**config.mk**
```make
export PLATFORM = sky130hd
export DESIGN_NAME = hazard_ctrl
export DESIGN_NICKNAME = d
export VERILOG_FILES = /design/src/rtl/hazard_ctrl_pkg.sv /design/src/rtl/hazard_src_match.sv /design/src/rtl/hazard_ctrl.sv
export SDC_FILE = /design/constraint.sdc
export NUM_CORES = 1
export LEC_CHECK = 0
export BUFFER_PORTS_ARGS = -buffer_cell sky130_fd_sc_hd__buf_2
export CAP_MARGIN = 5
export CORE_AREA = 3 3 56 109
export CTS_BUF_LIST = sky130_fd_sc_hd__clkbuf_8
export CTS_CLUSTER_DIAMETER = 50
export DETAILED_ROUTE_END_ITERATION = 12
export DIE_AREA = 0 0 59 112
export SYNTH_ARGS = -nofsm -noshare
export SYNTH_HDL_FRONTEND = slang
export SYNTH_HIERARCHICAL = 1
export SYNTH_SLANG_ARGS = --single-unit
```
**constraint.sdc**
```tcl
create_clock -name clk -period 3.5 [get_ports clk]
set_input_delay 0.175 -clock clk [delete_from_list [all_inputs] [get_ports clk]]
set_output_delay 0.175 -clock clk [all_outputs]
set_load 0.005 [all_outputs]
```
**src/rtl/hazard_ctrl_pkg.sv**
```systemverilog
// Shared pipeline definitions for the hazard controller.
// State encoding, store-size codes and address width.
package hazard_ctrl_pkg;

  localparam int PIPE_REG_AW = 5;

  localparam logic [1:0] MASK_WORD = 2'b10;

  typedef enum logic [1:0] {
    S_IDLE  = 2'd0,
    S_RMW   = 2'd1,
    S_MWAIT = 2'd2
  } state_t;

  // Down-counter width able to hold max(a, b); never below one bit.
  function automatic int cnt_width(input int a, input int b);
    int m;
    m = (a > b) ? a : b;
    return (m < 2) ? 1 : $clog2(m + 1);
  endfunction

endpackage

```
**src/rtl/hazard_src_match.sv**
```systemverilog
// Compares the ID source registers against the EX destination.
// Only ports whose operand is actually read may match.
module hazard_src_match
  import hazard_ctrl_pkg::*;
#(
  parameter int NUM_SRC = 2,
  parameter int REG_AW  = PIPE_REG_AW
) (
  input  logic [NUM_SRC*REG_AW-1:0] i_rs,
  input  logic [NUM_SRC-1:0]        i_used,
  input  logic [REG_AW-1:0]         i_rd,
  output logic                      o_match
);

  // OR-reduce the per-port equality over the used ports.
  always_comb begin
    o_match = 1'b0;
    for (int i = 0; i < NUM_SRC; i++) begin
      if (i_used[i] && (i_rs[i*REG_AW +: REG_AW] == i_rd)) begin
        o_match = 1'b1;
      end
    end
  end

endmodule

```
**src/rtl/hazard_ctrl.sv**
```systemverilog
// Pipeline hazard controller: load-use, sub-word store RMW,
// data-memory wait states and branch redirect.
module hazard_ctrl
  import hazard_ctrl_pkg::*;
#(
  parameter int REG_AW   = PIPE_REG_AW,
  parameter int NUM_SRC  = 2,
  parameter int RMW_LAT  = 1,
  parameter int MEM_WAIT = 0,
  parameter int CNT_W    = 32
) (
  input  logic                      clk,
  input  logic                      rst,
  input  logic [NUM_SRC*REG_AW-1:0] id_rs,
  input  logic [NUM_SRC-1:0]        id_rs_used,
  input  logic                      id_ex_mem_read,
  input  logic [REG_AW-1:0]         id_ex_rd,
  input  logic                      id_ex_mem_access,
  input  logic                      ex_mem_wen,
  input  logic [1:0]                ex_mem_mask_mode,
  input  logic                      ex_mem_mem_read,
  input  logic                      ex_taken,
  output logic                      pc_from_taken,
  output logic                      pc_stall,
  output logic                      if_id_stall,
  output logic                      id_ex_stall,
  output logic                      ex_mem_stall,
  output logic                      if_id_flush,
  output logic                      id_ex_flush,
  output logic                      ex_mem_flush,
  output logic                      busy,
  output logic [CNT_W-1:0]          stall_cnt
);

  localparam int CW = cnt_width(RMW_LAT, MEM_WAIT);
  localparam logic [CW-1:0] ONE = CW'(1);
  localparam logic [CW-1:0] RMW_INIT = CW'(RMW_LAT - 1);
  localparam logic [CW-1:0] MW_INIT =
    CW'((MEM_WAIT > 0) ? (MEM_WAIT - 1) : 0);

  state_t           r_state;
  logic [CW-1:0]    r_cnt;
  logic [CNT_W-1:0] r_stall_cnt;

  logic w_match;
  logic w_lu;
  logic w_rmw;
  logic w_mw;

  logic w_pc_from_taken;
  logic w_pc_stall;
  logic w_if_id_stall;
  logic w_id_ex_stall;
  logic w_ex_mem_stall;
  logic w_if_id_flush;
  logic w_id_ex_flush;
  logic w_ex_mem_flush;
  logic w_busy;

  hazard_src_match #(
    .NUM_SRC (NUM_SRC),
    .REG_AW  (REG_AW)
  ) u_src_match (
    .i_rs    (id_rs),
    .i_used  (id_rs_used),
    .i_rd    (id_ex_rd),
    .o_match (w_match)
  );

  // Raw hazard conditions; x0 never creates a load-use.
  always_comb begin
    w_lu  = id_ex_mem_read && (id_ex_rd != '0) && w_match;
    w_rmw = id_ex_mem_access && ex_mem_wen &&
            (ex_mem_mask_mode != MASK_WORD);
    w_mw  = (MEM_WAIT > 0) && ex_mem_mem_read;
  end

  // Control decode: wait > redirect > RMW > load-use in idle.
  always_comb begin
    w_pc_from_taken = 1'b0;
    w_pc_stall      = 1'b0;
    w_if_id_stall   = 1'b0;
    w_id_ex_stall   = 1'b0;
    w_ex_mem_stall  = 1'b0;
    w_if_id_flush   = 1'b0;
    w_id_ex_flush   = 1'b0;
    w_ex_mem_flush  = 1'b0;
    w_busy          = 1'b0;
    if (!rst) begin
      unique case (r_state)
        S_IDLE: begin
          if (w_mw) begin
            w_pc_stall     = 1'b1;
            w_if_id_stall  = 1'b1;
            w_id_ex_stall  = 1'b1;
            w_ex_mem_stall = 1'b1;
          end else if (ex_taken) begin
            w_pc_from_taken = 1'b1;
            w_if_id_flush   = 1'b1;
            w_id_ex_flush   = 1'b1;
          end else if (w_rmw) begin
            w_pc_stall     = 1'b1;
            w_if_id_stall  = 1'b1;
            w_id_ex_stall  = 1'b1;
            w_ex_mem_flush = 1'b1;
          end else if (w_lu) begin
            w_pc_stall    = 1'b1;
            w_if_id_stall = 1'b1;
            w_id_ex_flush = 1'b1;
          end
        end
        S_RMW: begin
          w_busy         = 1'b1;
          w_pc_stall     = 1'b1;
          w_if_id_stall  = 1'b1;
          w_id_ex_stall  = 1'b1;
          w_ex_mem_flush = 1'b1;
        end
        S_MWAIT: begin
          w_busy         = 1'b1;
          w_pc_stall     = 1'b1;
          w_if_id_stall  = 1'b1;
          w_id_ex_stall  = 1'b1;
          w_ex_mem_stall = 1'b1;
        end
        default: ;
      endcase
    end
  end

  // Multi-cycle sequencer; cnt holds stall cycles still to go.
  always_ff @(posedge clk) begin
    if (rst) begin
      r_state <= S_IDLE;
      r_cnt   <= '0;
    end else begin
      unique case (r_state)
        S_IDLE: begin
          if (w_mw) begin
            if (MEM_WAIT > 1) begin
              r_state <= S_MWAIT;
              r_cnt   <= MW_INIT;
            end
          end else if (!ex_taken && w_rmw && (RMW_LAT > 1)) begin
            r_state <= S_RMW;
            r_cnt   <= RMW_INIT;
          end
        end
        S_RMW, S_MWAIT: begin
          if (r_cnt <= ONE) begin
            r_state <= S_IDLE;
            r_cnt   <= '0;
          end else begin
            r_cnt <= r_cnt - ONE;
          end
        end
        default: begin
          r_state <= S_IDLE;
          r_cnt   <= '0;
        end
      endcase
    end
  end

  // Saturating count of cycles in which the PC was held.
  always_ff @(posedge clk) begin
    if (rst) begin
      r_stall_cnt <= '0;
    end else if (w_pc_stall && (r_stall_cnt != '1)) begin
      r_stall_cnt <= r_stall_cnt + 1'b1;
    end
  end

  assign pc_from_taken = w_pc_from_taken;
  assign pc_stall      = w_pc_stall;
  assign if_id_stall   = w_if_id_stall;
  assign id_ex_stall   = w_id_ex_stall;
  assign ex_mem_stall  = w_ex_mem_stall;
  assign if_id_flush   = w_if_id_flush;
  assign id_ex_flush   = w_id_ex_flush;
  assign ex_mem_flush  = w_ex_mem_flush;
  assign busy          = w_busy;
  assign stall_cnt     = r_stall_cnt;

endmodule

```
==> results.md <==
- In this run, synthesis inferred 0 flip-flops with an integrated enable.
- The routed layout has between 2000 and 2500 vias.
- The total power is 0.000715 W.
- The met3 demand-to-capacity share in global routing is ~2.9%.
- Once detail routing completed, the nets flagged for antenna violations numbered 0.
- sky130_fd_sc_hd__dfxtp_1 takes more of the synthesized area than any other cell.
- After filler insertion, the fill cell instance count of the layout stands at about 600.
- The element type at the critical path end is a register.
- At the later pin of the worst-skew pair, clock insertion delay measures 280 ps.
- The timing startpoint of the critical path is stall_cnt[0]$_SDFFE_PP0P_.
- The port buffer count is 63.
- Sequential cells were found to cover 31.3% of the synthesized design area.
- The post-route standard cell area excluding fillers is 0.00246 mm^2.
- The deepest clock path buffer count is 2.
- The total negative slack is 0 ps.
- The number of antenna violations at the first check in global routing is 0.
- In this run the worst path has a maximum fanout of 31.
- The class of the tightest hold or removal check is primary input to register.
- The die boundary width is 59 um.
- The number of antenna diodes in the final layout is 0.
- Max-cap violations in this run came to 0.
- The length in cells of the worst reg-to-reg path is 6.
- The timing endpoint of the critical path is stall_cnt[1]$_SDFFE_PP0P_.
- The starting DRC count in detailed routing is 39.
- CTS saw 32 sinks.
- In the final routed layout, each cell accounts on average for 15.0 um.
- The fraction of final layout cells with drive strength greater than 1 is roughly 29%.
- The met1 global-route usage is 19.0%.
- The combined global-route utilization of all metal layers is 17.4%.
- The final hold violation count was 0.
- Post-CTS repair changed the size of 0 cells.
- The number of detailed-routing iterations run before antenna repair is 4.
- The met2 routing resource usage after global routing is 31.1%.
- The worst setup path is of the register to register kind.
- The initial core utilization is 37.8%.
- The area of placed instances is 0.00237 mm^2.
- The maximum vdd ir drop is 0.191 mV.
- The count of final max-slew check failures is 0.
- The number of clock buffers inserted by TritonCTS is 5.
- The worst path needs 2310 ps of the cycle, external delays included.
- The fmax is ~0.43 GHz.
- The final period utilization is 65.9%.
- For this run, design rule violations remaining after detail routing come to 0.
- The run finished with clean final reports.
- The warning count from the yosys run is 6.
- Setup violations remaining at the end of the flow were counted as 0.
- The tree is rooted in a sky130_fd_sc_hd__clkbuf_8.
- Setup repair after global routing left no endpoint under its margin.
- For this design the ratio of total power to cell area is roughly 290 mW/mm^2.
- The worst hold path was traced through 4 stages.
- The core region is 0.00542 mm^2.
- Synthesis instantiated 45 different standard cells from the library.
- The floorplan has 38 rows.
- The largest net degree at the start of global routing is 38.
- The relative slew slack is 29.2%.
- The layer flagged by global routing as most heavily used is met2.
- The required time of the worst setup path is 3680 ps.
- The leakage power summed over all cells is approximately 0.94 nW.
- The number of vias per cell after detailed routing is 5.87.
- In the layout the commonest cells are sky130_fd_sc_hd__buf_2 (63), sky130_fd_sc_hd__dfxtp_1 (32), sky130_fd_sc_hd__a21oi_1 (25).
- The dominant synthesized flop cell is sky130_fd_sc_hd__dfxtp_1.
- Synthesis produced a netlist whose cell count is approximately 250.
- The clock-pin slew of the registers on the worst-case setup and hold paths is 70 ps.
- By area the synthesized netlist is led by sky130_fd_sc_hd__dfxtp_1 (31%), sky130_fd_sc_hd__o31ai_1 (8.1%), sky130_fd_sc_hd__or4_1 (7.7%).
- The mean cell area of the mapped netlist is 8.23 um^2.
- The share of the synthesized area in the top cell type is 31.3%.
- The number of H-tree levels is 2.
- The startpoint of the most critical register-to-register path is stall_cnt[0]$_SDFFE_PP0P_.
- The clock tree from TritonCTS is built.
- The sum of routed wire length over all layers is 5.52 mm.
- After synthesis the netlist holds a flip-flop and latch count of 32.
- The measured slew at the worst slew-check pin is roughly 1100 ps.
- In this run the critical register-to-register path is captured at stall_cnt[1]$_SDFFE_PP0P_.
- In this run, post-CTS hold repair placed 0 buffers.
- Global routing finished with a remaining overflow of 0.
- The final core utilization is 45.3%.
- The weighted congestion reported at the end of routability-driven placement is 0.863.
- The flip-flop count of the largest register after layout is 32.
- The area of the die is about 0.0066 mm^2.
- Relative to the synthesized area, the layout overhead comes to 20.0%.
- Setup slack on the worst reg-to-reg path comes out at 1190 ps.
- The setup skew after layout is 6.74 ps.
- The first global-routing pass estimated 9.13 mm of wire.
- The worst endpoint data arrival time is 2490 ps.
- The element type at the critical path start is a register.
- The most common library cell in the layout ignoring fill and taps is sky130_fd_sc_hd__buf_2.
- The area of the mapped netlist is 0.00205 mm^2.
- The number of buffers inserted by post-CTS setup repair is 0.
- In the synthesized netlist the async set-or-reset flop fraction comes to 0%.
- The number of global-route vias before repair was 1960.
- The final-stage net count is roughly 330.
- 67 I/O pins were placed.
- The HPWL after detailed placement is 4.13 mm.
- The overall die height is 112 um.
## layer usage
metal / wire [um] / share of wire (%)
met1: 2050 / 37
met2: 3000 / 54
met3: 313 / 5.7
met4: 168 / 3.0
met5: 0 / 0
## cells by family after synthesis
group | count (synthesis) | share of synthesized area [%]
other cells | 1 | 0.183
xor+xnor | 10 | 4.28
flops | 32 | 31.3
compound gates | 61 | 19.1
mux | 6 | 3.48
simple gates | 115 | 35.0
buf+inv | 23 | 6.05
fa+ha+maj | 1 | 0.611
## where the power goes
group          switching (W)  internal (W)  leakage (nW)
clock               0.000141      0.000155        0.0538
sequential       0.000000630      0.000364         0.258
combinational      0.0000297     0.0000251         0.630
## worst max-delay path, cell delays in order (launching register included)
cell and delay, ps:
sky130_fd_sc_hd__dfxtp_1 410, sky130_fd_sc_hd__ha_1 270, sky130_fd_sc_hd__nand3_2 120, sky130_fd_sc_hd__or3_4 440, sky130_fd_sc_hd__and4bb_4 560, sky130_fd_sc_hd__nor2_2 90, sky130_fd_sc_hd__mux2_4 300
## synthesized netlist by cell type (2+ instances only)
cell / instances
sky130_fd_sc_hd__nor4_1: 2
sky130_fd_sc_hd__nand3_2: 3
sky130_fd_sc_hd__nor3_1: 8
sky130_fd_sc_hd__dfxtp_1: 32
sky130_fd_sc_hd__buf_2: 3
sky130_fd_sc_hd__xnor2_1: 10
sky130_fd_sc_hd__or3_1: 5
sky130_fd_sc_hd__clkbuf_1: 7
sky130_fd_sc_hd__o31ai_1: 22
sky130_fd_sc_hd__nand3_1: 12
sky130_fd_sc_hd__a21oi_1: 25
sky130_fd_sc_hd__nor4_4: 2
sky130_fd_sc_hd__inv_1: 5
sky130_fd_sc_hd__mux2_1: 5
sky130_fd_sc_hd__buf_6: 2
sky130_fd_sc_hd__nor2b_1: 6
sky130_fd_sc_hd__o21ai_1: 3
sky130_fd_sc_hd__nand2_1: 21
sky130_fd_sc_hd__nor2_1: 15
sky130_fd_sc_hd__nand4_2: 2
sky130_fd_sc_hd__nand4_1: 8
sky130_fd_sc_hd__buf_4: 5
sky130_fd_sc_hd__or4_1: 21
sky130_fd_sc_hd__o211ai_1: 4
## through the flow
| step | instances | worst slack, ps | hold WS (ps) |
|---|---|---|---|
| 2_1_floorplan | 250 | 1470 | 463 |
| 3_3_place_gp | 359 | 960 | 489 |
| 3_5_place_dp | 359 | 938 | 505 |
| 4_1_cts | 367 | 1190 | 365 |
| 5_1_grt | 367 | 1000 | 405 |
| 6_report | 367 | 1190 | 371 |
## worst min-delay path by stage
stage                               startpoint                         end  slack (ps)
global placement    stall_cnt[28]$_SDFFE_PP0P_  stall_cnt[28]$_SDFFE_PP0P_         490
floorplan                             ex_taken                 id_ex_flush         460
finish                                     rst   stall_cnt[4]$_SDFFE_PP0P_         370
CTS                                        rst   stall_cnt[4]$_SDFFE_PP0P_         360
global route                               rst   stall_cnt[4]$_SDFFE_PP0P_         410
detailed placement  stall_cnt[17]$_SDFFE_PP0P_  stall_cnt[17]$_SDFFE_PP0P_         500
## cell type report
| class | count | area [um^2] | share of cell area (%) |
|---|---|---|---|
| repair buffers | 66 | 338 | 13.7 |
| clock inverters | 2 | 7.51 | 0.305 |
| clock buffers | 6 | 82.6 | 3.36 |
| well taps | 60 | 75.1 | 3.05 |
| multi-input cells | 195 | 1290 | 52.5 |
| inverters | 6 | 22.5 | 0.916 |
| flip-flops and latches | 32 | 641 | 26.1 |
Power figures use the tool's default switching activity.
